[config.mk]
export PLATFORM = sky130hd
export DESIGN_NAME = msrv32_muldiv_unit
export DESIGN_NICKNAME = d
export VERILOG_FILES = /design/src/rtl/msrv32_muldiv_unit.sv
export SDC_FILE = /design/constraint.sdc
export NUM_CORES = 1
export LEC_CHECK = 0
export ABC_CLOCK_PERIOD_IN_PS = 7500
export BUFFER_PORTS_ARGS = -buffer_cell sky130_fd_sc_hd__clkbuf_2
export CAP_MARGIN = 10
export CORE_ASPECT_RATIO = 1.5
export CORE_MARGIN = 5
export CORE_UTILIZATION = 50
export CTS_CLUSTER_DIAMETER = 80
export DETAILED_ROUTE_END_ITERATION = 8
export HOLD_SLACK_MARGIN = 0.06
export PLACE_DENSITY = 0.68
export SLEW_MARGIN = 10
export SYNTH_ARGS = -nofsm -noshare
export SYNTH_HDL_FRONTEND = slang
export SYNTH_SLANG_ARGS = --single-unit
[constraint.sdc]
create_clock -name clk_in -period 7.5 [get_ports clk_in]
set_input_delay 1.125 -clock clk_in [delete_from_list [all_inputs] [get_ports clk_in]]
set_output_delay 1.125 -clock clk_in [all_outputs]
set_load 0.02 [all_outputs]
[src/rtl/msrv32_muldiv_unit.sv]
// msrv32 iterative RV32M multiply/divide unit (shift-add / restoring).
// Optional MSRV32_FAST_MUL_EN: single-cycle 33x33 signed multiplier.
module msrv32_muldiv_unit (
  input  logic        clk_in,
  input  logic        reset_in,
  input  logic        start_in,
  input  logic [2:0]  funct3_in,
  input  logic [31:0] rs_1_in,
  input  logic [31:0] rs_2_in,
  input  logic [4:0]  rd_addr_in,
  output logic        busy_out,
  output logic        done_out,
  output logic        wr_en_out,
  output logic [4:0]  rd_addr_out,
  output logic [31:0] rd_out
);

  typedef enum logic [1:0] {
    IDLE,
    CALC,
    DONE
  } state_t;

  state_t      state_q, state_d;
  logic [2:0]  f3_q, f3_d;
  logic [4:0]  rda_q, rda_d;
  logic [31:0] a_q, a_d;
  logic [31:0] b_q, b_d;
  logic [31:0] rd_q, rd_d;
  logic [63:0] acc_q, acc_d;
  logic [5:0]  cnt_q, cnt_d;
  logic        neg_q, neg_d;
  logic        busy_q, busy_d;

  logic        is_div, s1, s2;
  logic        a_neg, b_neg;
  logic        dz, ovf;
  logic [31:0] a_mag, b_mag;
  logic [32:0] msum, dsub;
  logic [63:0] prod_c;
  logic [31:0] word, res;

  assign is_div = funct3_in[2];
  assign s1 = is_div ? ~funct3_in[0]
                     : (funct3_in[1] ^ funct3_in[0]);
  assign s2 = is_div ? ~funct3_in[0]
                     : (funct3_in[1:0] == 2'b01);
  assign a_neg = s1 & rs_1_in[31];
  assign b_neg = s2 & rs_2_in[31];
  assign a_mag = a_neg ? (32'd0 - rs_1_in) : rs_1_in;
  assign b_mag = b_neg ? (32'd0 - rs_2_in) : rs_2_in;
  assign dz  = (rs_2_in == 32'd0);
  assign ovf = ~funct3_in[0]
             & (rs_1_in == 32'h8000_0000)
             & (rs_2_in == 32'hFFFF_FFFF);

`ifdef MSRV32_FAST_MUL_EN
  logic        a_top, b_top;
  logic [63:0] fa, fb, fprod;
  assign a_top = s1 & rs_1_in[31];
  assign b_top = s2 & rs_2_in[31];
  assign fa = {{32{a_top}}, rs_1_in};
  assign fb = {{32{b_top}}, rs_2_in};
  assign fprod = fa * fb;
`endif

  // Multiply adds into the high half then shifts right;
  // divide shifts the {rem,quo} pair left and trial-subtracts.
  assign msum = {1'b0, acc_q[63:32]}
              + {1'b0, (b_q[0] ? a_q : 32'd0)};
  assign dsub = acc_q[63:31] - {1'b0, b_q};

  assign prod_c = neg_q ? (64'd0 - acc_q) : acc_q;
  assign word = f3_q[1] ? acc_q[63:32] : acc_q[31:0];

  always_comb begin
    res = neg_q ? (32'd0 - word) : word;
    if (!f3_q[2]) begin
      res = (f3_q == 3'b000) ? prod_c[31:0]
                             : prod_c[63:32];
    end
  end

  always_comb begin
    state_d = state_q;
    f3_d    = f3_q;
    rda_d   = rda_q;
    a_d     = a_q;
    b_d     = b_q;
    rd_d    = rd_q;
    acc_d   = acc_q;
    cnt_d   = cnt_q;
    neg_d   = neg_q;
    busy_d  = busy_q;
    unique case (state_q)
      IDLE: begin
        if (start_in) begin
          f3_d    = funct3_in;
          rda_d   = rd_addr_in;
          a_d     = a_mag;
          b_d     = b_mag;
          neg_d   = (is_div && funct3_in[1]) ? a_neg
                                             : (a_neg ^ b_neg);
          acc_d   = is_div ? {32'd0, a_mag} : 64'd0;
          cnt_d   = 6'd0;
          busy_d  = 1'b1;
          state_d = CALC;
          if (is_div && dz) begin
            acc_d   = {rs_1_in, 32'hFFFF_FFFF};
            neg_d   = 1'b0;
            state_d = DONE;
          end else if (is_div && ovf) begin
            acc_d   = {32'd0, 32'h8000_0000};
            neg_d   = 1'b0;
            state_d = DONE;
          end
`ifdef MSRV32_FAST_MUL_EN
          else if (!is_div) begin
            acc_d   = fprod;
            neg_d   = 1'b0;
            state_d = DONE;
          end
`endif
        end
      end
      CALC: begin
        cnt_d = cnt_q + 6'd1;
        if (f3_q[2]) begin
          if (!dsub[32]) begin
            acc_d = {dsub[31:0], acc_q[30:0], 1'b1};
          end else begin
            acc_d = {acc_q[62:0], 1'b0};
          end
        end else begin
          acc_d = {msum, acc_q[31:1]};
          b_d   = {1'b0, b_q[31:1]};
        end
        if (cnt_q == 6'd31) begin
          state_d = DONE;
        end
      end
      DONE: begin
        rd_d    = res;
        busy_d  = 1'b0;
        state_d = IDLE;
      end
      default: state_d = IDLE;
    endcase
  end

  always_ff @(posedge clk_in) begin
    if (!reset_in) begin
      state_q <= IDLE;
      f3_q    <= 3'd0;
      rda_q   <= 5'd0;
      a_q     <= 32'd0;
      b_q     <= 32'd0;
      rd_q    <= 32'd0;
      acc_q   <= 64'd0;
      cnt_q   <= 6'd0;
      neg_q   <= 1'b0;
      busy_q  <= 1'b0;
    end else begin
      state_q <= state_d;
      f3_q    <= f3_d;
      rda_q   <= rda_d;
      a_q     <= a_d;
      b_q     <= b_d;
      rd_q    <= rd_d;
      acc_q   <= acc_d;
      cnt_q   <= cnt_d;
      neg_q   <= neg_d;
      busy_q  <= busy_d;
    end
  end

  assign busy_out    = busy_q;
  assign done_out    = (state_q == DONE);
  assign wr_en_out   = done_out && (rda_q != 5'd0);
  assign rd_addr_out = rda_q;
  assign rd_out      = done_out ? res : rd_q;

endmodule

==> impl_metrics.csv <==
group,metric,value,unit
status,status,"completed",
pwr,powerDensity,184,nW/um^2
die,dieArea,37000,um^2
yosys,yosys_register_bits,178,
critical_path,max_stage_delay,740,ps
clock_network,cts_tree,"done",
finish,layoutNonFillerInstCount,2734,
hold_path,hold_class,"flop to flop",
critical_path,cpMaxStageDelayCell,"nor3b_1",
sta,finalCritPeriodShare,0.731,
sta,rsz0062_at_grt,"false",
placement,gp_congestion,1.02,
clock_network,hold_buffers,0,
drt,routedWlPerCell,22.4,um
sta,fin_skew,14.0,ps
clock_network,clock_path_buffers,2,
yosys,synth_seq_area_share,0.215,
grt,grt_max_degree,93,
yosys,syn_nets,2474,
clock_network,numCtsBuffers,17,
sta,max_freq,182,MHz
clock_network,cts-root-buf,"clkbuf_16",
finish,final_core_util,0.544,
finish,drive_above_1_share,0.104,
yosys,synth_area_leaders,"dfxtp_1 21%, a21oi_1 6.1%, nor2_1 5.5%",
clock_network,clkSinkCount,178,
placement,hpwl,45000,um
finish,fillerInstances,3304,
yosys,async_reset_ff_frac,0,
drt,routed_wl,61300,um
clock_network,post-cts-setup-buffers,0,
clock_network,cts_resized,0,
pwr,leakage,7.16,nW
grt,antenna_found_initial,1,
critical_path,critPathKind,"flop to primary output",
drt,first_pass_iters,6,
critical_path,critPathLaunchType,"flop",
grt,grt_overflow,0,
finish,area_growth,7.45,%
die,dieWidth,159,um
drt,drt.antenna.violating_nets,0,
drt,route.detailed.drc,0,
pwr,max-vdd-ir-drop,125,uV
yosys,ys.flop_type,"dfxtp_1",
sta,final_hold_viol_count,0,
critical_path,end_kind,"primary output",
sta,setup_tns,0,ps
placement,post-place-ws,2590,ps
clock_network,htreeDepth,4,
die,dieHeight,233,um
sta,maxSlewHeadroom,0.346,
run,cap_violations,0,
grt,first_global_vias,17100,
die,coreArea,32700,um^2
sta,final.setup.worst_slack,2020,ps
finish,final_nets,2454,
sta,maxSlewViolCount,0,
yosys,synth.distinct_cells,82,
drt,vias,17800,
critical_path,worstPathRequired,6380,ps
placement,port_buffers,114,
yosys,syn_inst,2326,
sta,setup_viol,0,
yosys,yosysWarnings,0,
critical_path,path_cells,"inv_1, ha_1, nor3b_1, nand3b_1, or4_1, nor4_1, a21o_1, o21ai_0, xor2_1, a31oi_1, nand3_1, clkbuf_2",
drt,drt_iter0_markers,1728,
die,boundaryPins,115,
grt,grt_pass1_wl,94200,um
drt,vias_per_cell,6.50,
critical_path,critPathArrivalTime,4360,ps
critical_path,path_max_fanout,9,
yosys,synth_edf_count,0,
die,fp-row-count,81,
grt,grtUsageTotal,0.324,
clock_network,clk_latency,470,ps
sta,worst_slew_pin_slew,978,ps
placement,dp_cells,2702,
sta,fin_crit,5480,ps
yosys,yosysTopAreaCell,"dfxtp_1",
yosys,synth_top_area_share,0.215,
yosys,synth_area,16600,um^2
yosys,synth.avg_cell_area,7.13,um^2
die,start_util,0.506,
finish,antenna_cells,0,
clock_network,cts.reportedPaths.clkPinSlew,70,ps
[layout by cell type, fill, tap and decap left out, types with 20 or more instances in the layout]
cell type and instances:
ha_1 71, and2_1 61, xor2_1 74, o31ai_1 30
nor4_1 29, a31oi_1 28, or3_1 21, inv_1 58
clkbuf_2 114, a222oi_1 20, a211oi_1 42, o21ai_0 127
nand2b_1 23, nor2_1 238, xnor2_1 92, nand4_1 22
a21o_1 36, mux2i_1 62, dfxtp_1 175, buf_4 34
nand3_1 60, nand2_1 236, a21oi_1 202, and3_1 28
nor3_1 89
[layer usage]
| layer | part of all wire | track usage |
|---|---|---|
| met1 | 0.39 | 0.388 |
| met2 | 0.48 | 0.551 |
| met3 | 0.068 | 0.0380 |
| met4 | 0.064 | 0.187 |
| met5 | 0.00021 | 0 |
[worst max-delay path: cells and delay by family (launching register included)]
family                   cells  cell delay, ps
AO/OA/AOI/OAI                3             650
adder cells (fa/ha/maj)      1             180
AND/OR/NAND/NOR              5            2220
flip-flops                   1             400
buffers and inverters        2             260
XOR/XNOR                     1             180
[final timing paths]
path | endpoint | slack, ps | start | cells after the start
worst min register to register | a_q[31] | 450 | a_q[31] | 2
worst max-delay path | rd_out[28] | 2020 | acc_q[1] | 12
worst min-delay path | a_q[31] | 450 | a_q[31] | 2
worst max register to register | acc_q[43] | 2980 | acc_q[32] | 12
[cell usage after synthesis, types with 36 or more instances]
cell type and n:
nor2_1 243, nand2_1 236, a21oi_1 202, dfxtp_1 178
clkbuf_1 162, o21ai_0 129, xnor2_1 92, nor3_1 89
xor2_1 74, ha_1 71, mux2i_1 62, and2_1 61
nand3_1 60, inv_1 59, a211oi_1 42, a21o_1 36
[per-stage QoR]
stage | power, mW | area (um^2) | hold WS (ps)
CTS | 3.26 | 17800 | 454
global placement | 2.33 | 17200 | 440
floorplan | 2.01 | 16600 | 432
finish | 3.28 | 17800 | 454
global route | 3.44 | 17800 | 479
detailed placement | 2.34 | 17200 | 445
[layout make-up]
class                      count  area, um^2  area share
multi-input combinational   1900       12100       0.679
sequential                   178        3570       0.200
timing repair buffer         148         826      0.0464
tap                          415         519      0.0292
clock buffer                  19         453      0.0254
inverter                      61         230      0.0129
clock inverter                13         121     0.00681
[power by group]
group,switching (mW),total [mW],internal (mW),leakage (nW)
Combinational,0.757,1.23,0.472,5.41
Sequential,0.115,1.13,1.01,1.46
Clock,0.443,0.925,0.481,0.282
Total,1.32,3.28,1.96,7.15
[cell families after synthesis]
family / after synthesis / synth area share
adder cells (fa/ha/maj): 73 / 0.0560
multiplexers: 79 / 0.0490
AND/OR/NAND/NOR: 889 / 0.260
buffers and inverters: 248 / 0.0572
flip-flops: 178 / 0.215
AO/OA/AOI/OAI: 693 / 0.275
XOR/XNOR: 166 / 0.0877
[flip-flops by register name, indices dropped and copies added, names as in the netlist]
name and cells:
cnt_q 6, state_q 2, a_q 32, b_q 32, acc_q 64, f3_q 3, neg_q 1, busy_out 1
rd_q 32, rd_addr_out 5
Power figures use the tool's default switching activity.
